### config.mk
export PLATFORM = sky130hd
export DESIGN_NAME = packet_packer_flat
export DESIGN_NICKNAME = d
export VERILOG_FILES = /design/src/rtl/packet_packer_if.sv /design/src/rtl/packet_packer.sv /design/src/flat_wrapper.sv
export SDC_FILE = /design/constraint.sdc
export NUM_CORES = 1
export LEC_CHECK = 0
export CORE_UTILIZATION = 52
export DETAILED_ROUTE_END_ITERATION = 7
export PLACE_DENSITY = 0.86
export SLEW_MARGIN = 5
export SYNTH_ARGS = -nofsm -noshare
export SYNTH_HDL_FRONTEND = slang
export SYNTH_SLANG_ARGS = --single-unit
### constraint.sdc
create_clock -name clk -period 2.5 [get_ports clk]
set_clock_uncertainty 0.1 [all_clocks]
set_input_delay 0.375 -clock clk [delete_from_list [all_inputs] [get_ports clk]]
set_output_delay 0.375 -clock clk [all_outputs]
set_load 0.05 [all_outputs]
### src/rtl/packet_packer_if.sv
// Handshake bundle between a narrow word stream and the packed multi-word group output.
// Master drives the word stream and consumes groups; slave is the packer.
interface packet_packer_if #(
  parameter int unsigned DATA_WIDTH = 8,
  parameter int unsigned WRITE_SIZE = 2
);
  localparam int unsigned CNT_W = $clog2(WRITE_SIZE + 1);

  logic [DATA_WIDTH-1:0]                  in_data;
  logic                                   in_valid;
  logic                                   in_ready;
  logic                                   flush;
  logic [0:WRITE_SIZE-1][DATA_WIDTH-1:0]  out_data;
  logic [CNT_W-1:0]                       out_count;
  logic                                   out_valid;
  logic                                   out_ready;

  modport master (
    output in_data, in_valid, flush, out_ready,
    input  in_ready, out_data, out_count, out_valid
  );

  modport slave (
    input  in_data, in_valid, flush, out_ready,
    output in_ready, out_data, out_count, out_valid
  );
endinterface

### src/rtl/packet_packer.sv
// Packs single words into WRITE_SIZE-word groups behind a registered output stage.
// A flush emits the partial group zero-padded with its true word count.
module packet_packer #(
  parameter int unsigned WRITE_SIZE = 2,
  parameter int unsigned DATA_WIDTH = 8
) (
  input  logic             clk,
  input  logic             rst,
  packet_packer_if.slave   bus
);
  localparam int unsigned CNT_W = $clog2(WRITE_SIZE + 1);
  // Keep the collect array non-empty so WRITE_SIZE=1 still elaborates.
  localparam int unsigned COLL_N = (WRITE_SIZE > 1) ? WRITE_SIZE - 1 : 1;
  localparam logic [CNT_W-1:0] LAST_IDX = CNT_W'(WRITE_SIZE - 1);
  localparam logic [CNT_W-1:0] FULL_CNT = CNT_W'(WRITE_SIZE);

  logic [DATA_WIDTH-1:0]                 collect_q [COLL_N];
  logic [DATA_WIDTH-1:0]                 collect_d [COLL_N];
  logic [CNT_W-1:0]                      fill_cnt_q, fill_cnt_d;
  logic [0:WRITE_SIZE-1][DATA_WIDTH-1:0] out_data_q, out_data_d;
  logic [CNT_W-1:0]                      out_count_q, out_count_d;
  logic                                  out_valid_q, out_valid_d;
  logic                                  flush_pending_q, flush_pending_d;

  logic out_free;
  logic in_ready;
  logic accept;
  logic completing;
  logic flush_xfer;

  assign out_free   = !out_valid_q || bus.out_ready;
  assign in_ready   = !flush_pending_q && ((fill_cnt_q != LAST_IDX) || out_free);
  assign accept     = bus.in_valid && in_ready;
  assign completing = accept && (fill_cnt_q == LAST_IDX);
  assign flush_xfer = flush_pending_q && out_free;

  assign bus.in_ready  = in_ready;
  assign bus.out_data  = out_data_q;
  assign bus.out_count = out_count_q;
  assign bus.out_valid = out_valid_q;

  always_comb begin
    collect_d       = collect_q;
    fill_cnt_d      = fill_cnt_q;
    out_data_d      = out_data_q;
    out_count_d     = out_count_q;
    out_valid_d     = out_valid_q;
    flush_pending_d = flush_pending_q;

    if (out_valid_q && bus.out_ready) begin
      out_valid_d = 1'b0;
    end

    // Accepts are blocked while a flush is pending, so these branches never overlap.
    if (flush_xfer) begin
      out_data_d = '0;
      for (int i = 0; i < int'(WRITE_SIZE) - 1; i++) begin
        if (CNT_W'(i) < fill_cnt_q) begin
          out_data_d[i] = collect_q[i];
        end
      end
      out_count_d     = fill_cnt_q;
      out_valid_d     = 1'b1;
      fill_cnt_d      = '0;
      flush_pending_d = 1'b0;
    end else if (completing) begin
      for (int i = 0; i < int'(WRITE_SIZE) - 1; i++) begin
        out_data_d[i] = collect_q[i];
      end
      out_data_d[WRITE_SIZE-1] = bus.in_data;
      out_count_d = FULL_CNT;
      out_valid_d = 1'b1;
      fill_cnt_d  = '0;
    end else if (accept) begin
      for (int i = 0; i < int'(COLL_N); i++) begin
        if (CNT_W'(i) == fill_cnt_q) begin
          collect_d[i] = bus.in_data;
        end
      end
      fill_cnt_d = fill_cnt_q + CNT_W'(1);
    end

    // Judged on the post-accept fill so a word arriving with flush joins the flushed group.
    if (bus.flush && !flush_pending_q && (fill_cnt_d != '0)) begin
      flush_pending_d = 1'b1;
    end
  end

  always_ff @(posedge clk or negedge rst) begin
    if (!rst) begin
      collect_q       <= '{default: '0};
      fill_cnt_q      <= '0;
      out_data_q      <= '0;
      out_count_q     <= '0;
      out_valid_q     <= 1'b0;
      flush_pending_q <= 1'b0;
    end else begin
      collect_q       <= collect_d;
      fill_cnt_q      <= fill_cnt_d;
      out_data_q      <= out_data_d;
      out_count_q     <= out_count_d;
      out_valid_q     <= out_valid_d;
      flush_pending_q <= flush_pending_d;
    end
  end

endmodule

### src/flat_wrapper.sv
// flat-port wrapper written by rule: the top's interface ports become plain ports
module packet_packer_flat 
#(
  parameter int unsigned WRITE_SIZE = 2,
  parameter int unsigned DATA_WIDTH = 8
)
  (clk, rst, bus_in_data, bus_in_valid, bus_flush, bus_out_ready, bus_in_ready, bus_out_data, bus_out_count, bus_out_valid);
  packet_packer_if #(.DATA_WIDTH(DATA_WIDTH), .WRITE_SIZE(WRITE_SIZE)) bus_i ();
  input  logic clk;
  input  logic rst;
  input wire logic [$bits(bus_i.in_data)-1:0] bus_in_data;
  input wire logic [$bits(bus_i.in_valid)-1:0] bus_in_valid;
  input wire logic [$bits(bus_i.flush)-1:0] bus_flush;
  input wire logic [$bits(bus_i.out_ready)-1:0] bus_out_ready;
  output wire logic [$bits(bus_i.in_ready)-1:0] bus_in_ready;
  output wire logic [$bits(bus_i.out_data)-1:0] bus_out_data;
  output wire logic [$bits(bus_i.out_count)-1:0] bus_out_count;
  output wire logic [$bits(bus_i.out_valid)-1:0] bus_out_valid;
  assign bus_i.in_data = bus_in_data;
  assign bus_i.in_valid = bus_in_valid;
  assign bus_i.flush = bus_flush;
  assign bus_i.out_ready = bus_out_ready;
  assign bus_in_ready = bus_i.in_ready;
  assign bus_out_data = bus_i.out_data;
  assign bus_out_count = bus_i.out_count;
  assign bus_out_valid = bus_i.out_valid;
  packet_packer #(.WRITE_SIZE(WRITE_SIZE), .DATA_WIDTH(DATA_WIDTH)) u_core (.clk(clk), .rst(rst), .bus(bus_i));
endmodule
* Word-level counts from Yosys, hierarchy flattened
Cells that the tools add are included.
Widths: inputs -> output; s select.
** Word-level totals
- Bits of input ports :: 13
- Bits in registers :: 30
** Cells by class
- $lt $le $gt $ge :: 1
- Add/sub/neg operators :: 1
- Reductions and logical operators :: 17
- Mux-type cells :: 13
- Bitwise operators :: 2
- Eq/ne operators :: 2
** Operators with widths (number)
- $mux 16 :: 2
- $mux 2 :: 5
- $mux 8 :: 1
- $logic_and 1x1->1 :: 7
- $reduce_bool 2->1 :: 3
- $mux 1 :: 5
- $reduce_and 4->1 :: 1
- $reduce_bool 3->1 :: 1
- $add 2x1->2 const B :: 1
- $eq 2x1->1 const B :: 1
- $logic_not 1->1 :: 2
- $logic_not 2->1 :: 1
- $logic_or 1x1->1 :: 2
- $lt 1x2->1 const A :: 1
- $ne 2x1->1 const B :: 1
- $not 1->1 :: 2

* Depth between registers and ports, before layout
- Word-level depth :: 11
- Gate-level depth with buffers :: 6
- Depth with buffers taken out :: 6

* Least setup slack after synthesis
OpenSTA, ideal clock, no wires.
- Path kind :: register to output
- Start :: reg u_core.out_valid_q (netlist: u_core.bus.out_valid)
- End :: out bus_in_ready
- Stages on the path, launching flop included :: 4
- Arrival time :: 1678 ps
- Setup slack :: 347 ps
- Path buffers :: 1
- Cells stage by stage :: dfrtp_1 > nor2b_4 > buf_6 > a21oi_1
** On the way
- Word-level cells in the longest chain between the ends :: 4
** RTL lines
- start: declaration :: line packet_packer.sv:22 : logic out_valid_q, out_valid_d;
- start signal: assignment :: line packet_packer.sv:102 : out_valid_q <= out_valid_d;
- $logic_not 1->1 :: line packet_packer.sv:31 : assign out_free = !out_valid_q || bus.out_ready;
- $logic_or 1x1->1 :: line packet_packer.sv:31
- $logic_or 1x1->1 :: line packet_packer.sv:32 : assign in_ready = !flush_pending_q && ((fill_cnt_q != LAST_IDX) || out_free);
- $logic_and 1x1->1 :: line packet_packer.sv:32
- end: declaration :: line flat_wrapper.sv:15 : output wire logic [$bits(bus_i.in_ready)-1:0] bus_in_ready;
No other way between the ends.

* Worst setup path after layout
- Start :: reg u_core.out_data_q, in the netlist u_core.bus.out_data[9]
- End :: out bus_out_data[9]
** RTL lines
- start: declaration :: line packet_packer.sv:20 : logic [0:WRITE_SIZE-1][DATA_WIDTH-1:0] out_data_q, out_data_d;
- start signal: assignment :: line packet_packer.sv:100 : out_data_q <= out_data_d;
- end: declaration :: line flat_wrapper.sv:16 : output wire logic [$bits(bus_i.out_data)-1:0] bus_out_data;
No word-level cell between the ends.

==> metrics.txt <==
status complete, no violations; Critical Path Sink Type output port; Worst VDD drop 1.06 mV; core area 2480 um^2; final instance area 1780 um^2; wire per inst 15.4 um; Starting Density 0.551; GRT Total Usage 0.219; # setup viols final 0; Die ar. 2830 um^2; placed cell area 1700 um^2; most numerous cell in the Yosys netlist dfrtp_1; total wire length 2690 um; DP Wirelength 1970 um; grt total ovfl 0; buffers added on ports 32; antenna violations before repair 0; Skew-Pair Late Insertion Delay 320 ps; Period Utilization, post-route 0.796; top cells by count, synth 30 x dfrtp_1, 21 x nor2_1, 16 x mux2i_1; Antenna Nets Post-Route 0; final hold vios 0; worst-path maximum fanout 2; Pwr Density 1530 nW/um^2; fmax 502 MHz; Max Buffers Root-to-Sink 2; Placed Cells 166; non-filler cells in the finished layout 174; Seq cells post-synth 30; post-CTS setup buffer count 0; GPL Wtd Cong 0.825; share of the synthesized area in the top cell type 0.550; Buf+Inv Stages, Crit Path 1; area leader, netlist dfrtp_1; Post-CTS Resized 0; ant diodes 0; CP top delay family buffers and inverters; Via density 5.27; total number of vias 917; Ports 33; largest net degree at the start of global routing 31; static leakage 0.000800 uW; ys flop type dfrtp_1; CTS tree built; nets@finish 158; Post-Synthesis Cells 108; Crit Path Category reg2out; worst endpoint data arrival time 1520 ps; Synth area leaders dfrtp_1 55%, mux2i_1 12%, mux2_4 8.8%; Netlist Area Pre-Place 1370 um^2; H-tree Lvls 2; die width 53.2 um; cts hold-fix bufs 0; drt initial violations 6; setup TNS 0 ps; Tmin final 1990 ps; Worst Path Required 2030 ps; 1st-pass router iterations 3; critical path, cell by cell clkdlybuf4s50_1; Die Y-Extent 53.2 um; Avg Cell Area, Syn 12.6 um^2; Slowest-stage cell, CP clkdlybuf4s50_1; Area Growth Syn to Fin 30.2%; Slew HR 0.640; # fillers 186; EDFF count, synth 0; Sink Count 30; synth unique cells 27; Hold Path Class in2async; global-route wire length before repair 4310 um; startpoint types flip-flop; unrepaired setup endpoints after global routing no; max incr delay on CP 820 ps; DRC violations left 0; vias in the first global route 938; final-report max-slew violation count 0; synth warn 0; root buffer cell clkbuf_4; WHS 329 ps; share of cells above drive strength 1 0.160; Least-Margin Pin Slew 540 ps; Clock transition at path regs 100 ps; Rows 18; Async S/R FF share, synth 1.00; max-cap violations 0; total CTS buffers 5; register area share after synthesis 0.550; syn_nets 123
==> per-stage QoR <==
stage	utilization	power [uW]	worst slack, ps
2_1_floorplan	-	1920	347
3_3_place_gp	0.686	2300	343
3_5_place_dp	0.686	2350	224
4_1_cts	0.718	2730	501
5_1_grt	0.718	2860	428
6_report	0.718	2710	509
==> layout by cell type (no fill, tap or decap), drive strengths merged <==
cell and count:
a21oi 3, a22o 1, a31oi 1, and2 2, and3 1, buf 3, bufinv 1, clkbuf 5
clkdlybuf4s50 31, clkinv 2, dfrtp 30, ha 2, inv 2, mux2 8, mux2i 16, nand2 2
nand2b 2, nor2 22, nor2b 2, nor3b 2, o21ai 2, o221a 1, o22ai 1, o32ai 1
or3 1
==> per-layer routing <==
layer,track usage,vias up,wire (um)
li1,-,444,-
met1,0.282,453,1210
met2,0.352,18,1370
met3,0.0603,2,100
met4,0.0746,0,12
met5,0,-,0
==> logic make-up after synthesis <==
logic type	share of synthesized area
fa+ha+maj	0.0183
compound gates	0.0513
simple gates	0.135
buf+inv	0.0403
mux	0.205
flops	0.550
==> where the power goes <==
part / total, uW / internal (uW) / switching (uW) / leakage, uW
Combinational: 1490 / 595 / 897 / 0.000375
Sequential: 848 / 705 / 143 / 0.000380
Clock: 374 / 207 / 167 / 0.0000450
Total: 2710 / 1510 / 1210 / 0.000800
==> flip-flops by register name, summed over array words and instances, names as in the netlist <==
signal                  flops
u_core.bus.out_count        2
u_core.bus.out_data        16
u_core.bus.out_valid        1
u_core.collect_q            8
u_core.fill_cnt_q           2
u_core.flush_pending_q      1
==> final timing paths <==
check / startpoint / to / slack, ps / cells after the start
setup / recovery: u_core.bus.out_data[9]$_DFFE_PN0P_ / bus_out_data[9] / 510 / 1
hold / removal: rst / u_core.collect_q[4]$_DFFE_PN0P_ / 330 / 2
setup reg to reg: u_core.fill_cnt_q[0]$_DFF_PN0_ / u_core.collect_q[2]$_DFFE_PN0P_ / 520 / 4
hold reg to reg: u_core.bus.out_data[6]$_DFFE_PN0P_ / u_core.bus.out_data[6]$_DFFE_PN0P_ / 420 / 2
max in group asynchronous: rst / u_core.bus.out_data[11]$_DFFE_PN0P_ / 1680 / 2
min in group clk: u_core.bus.out_data[6]$_DFFE_PN0P_ / u_core.bus.out_data[6]$_DFFE_PN0P_ / 420 / 2
==> worst register-to-register path, cell delays in order (launching register included) <==
cell	delay, ps
dfrtp_1	430
ha_1	310
nor2_1	180
and2_1	490
mux2_4	350
==> cell type report <==
type / count / area [um^2] / share of cell area
clock buffers: 5 / 37.5 / 0.0211
clock inverters: 3 / 40.0 / 0.0225
inverters: 2 / 7.51 / 0.00422
multi-input cells: 70 / 559 / 0.315
flip-flops and latches: 30 / 751 / 0.422
well taps: 30 / 37.5 / 0.0211
repair buffers: 34 / 345 / 0.194
(Power assumes the default switching activity.)
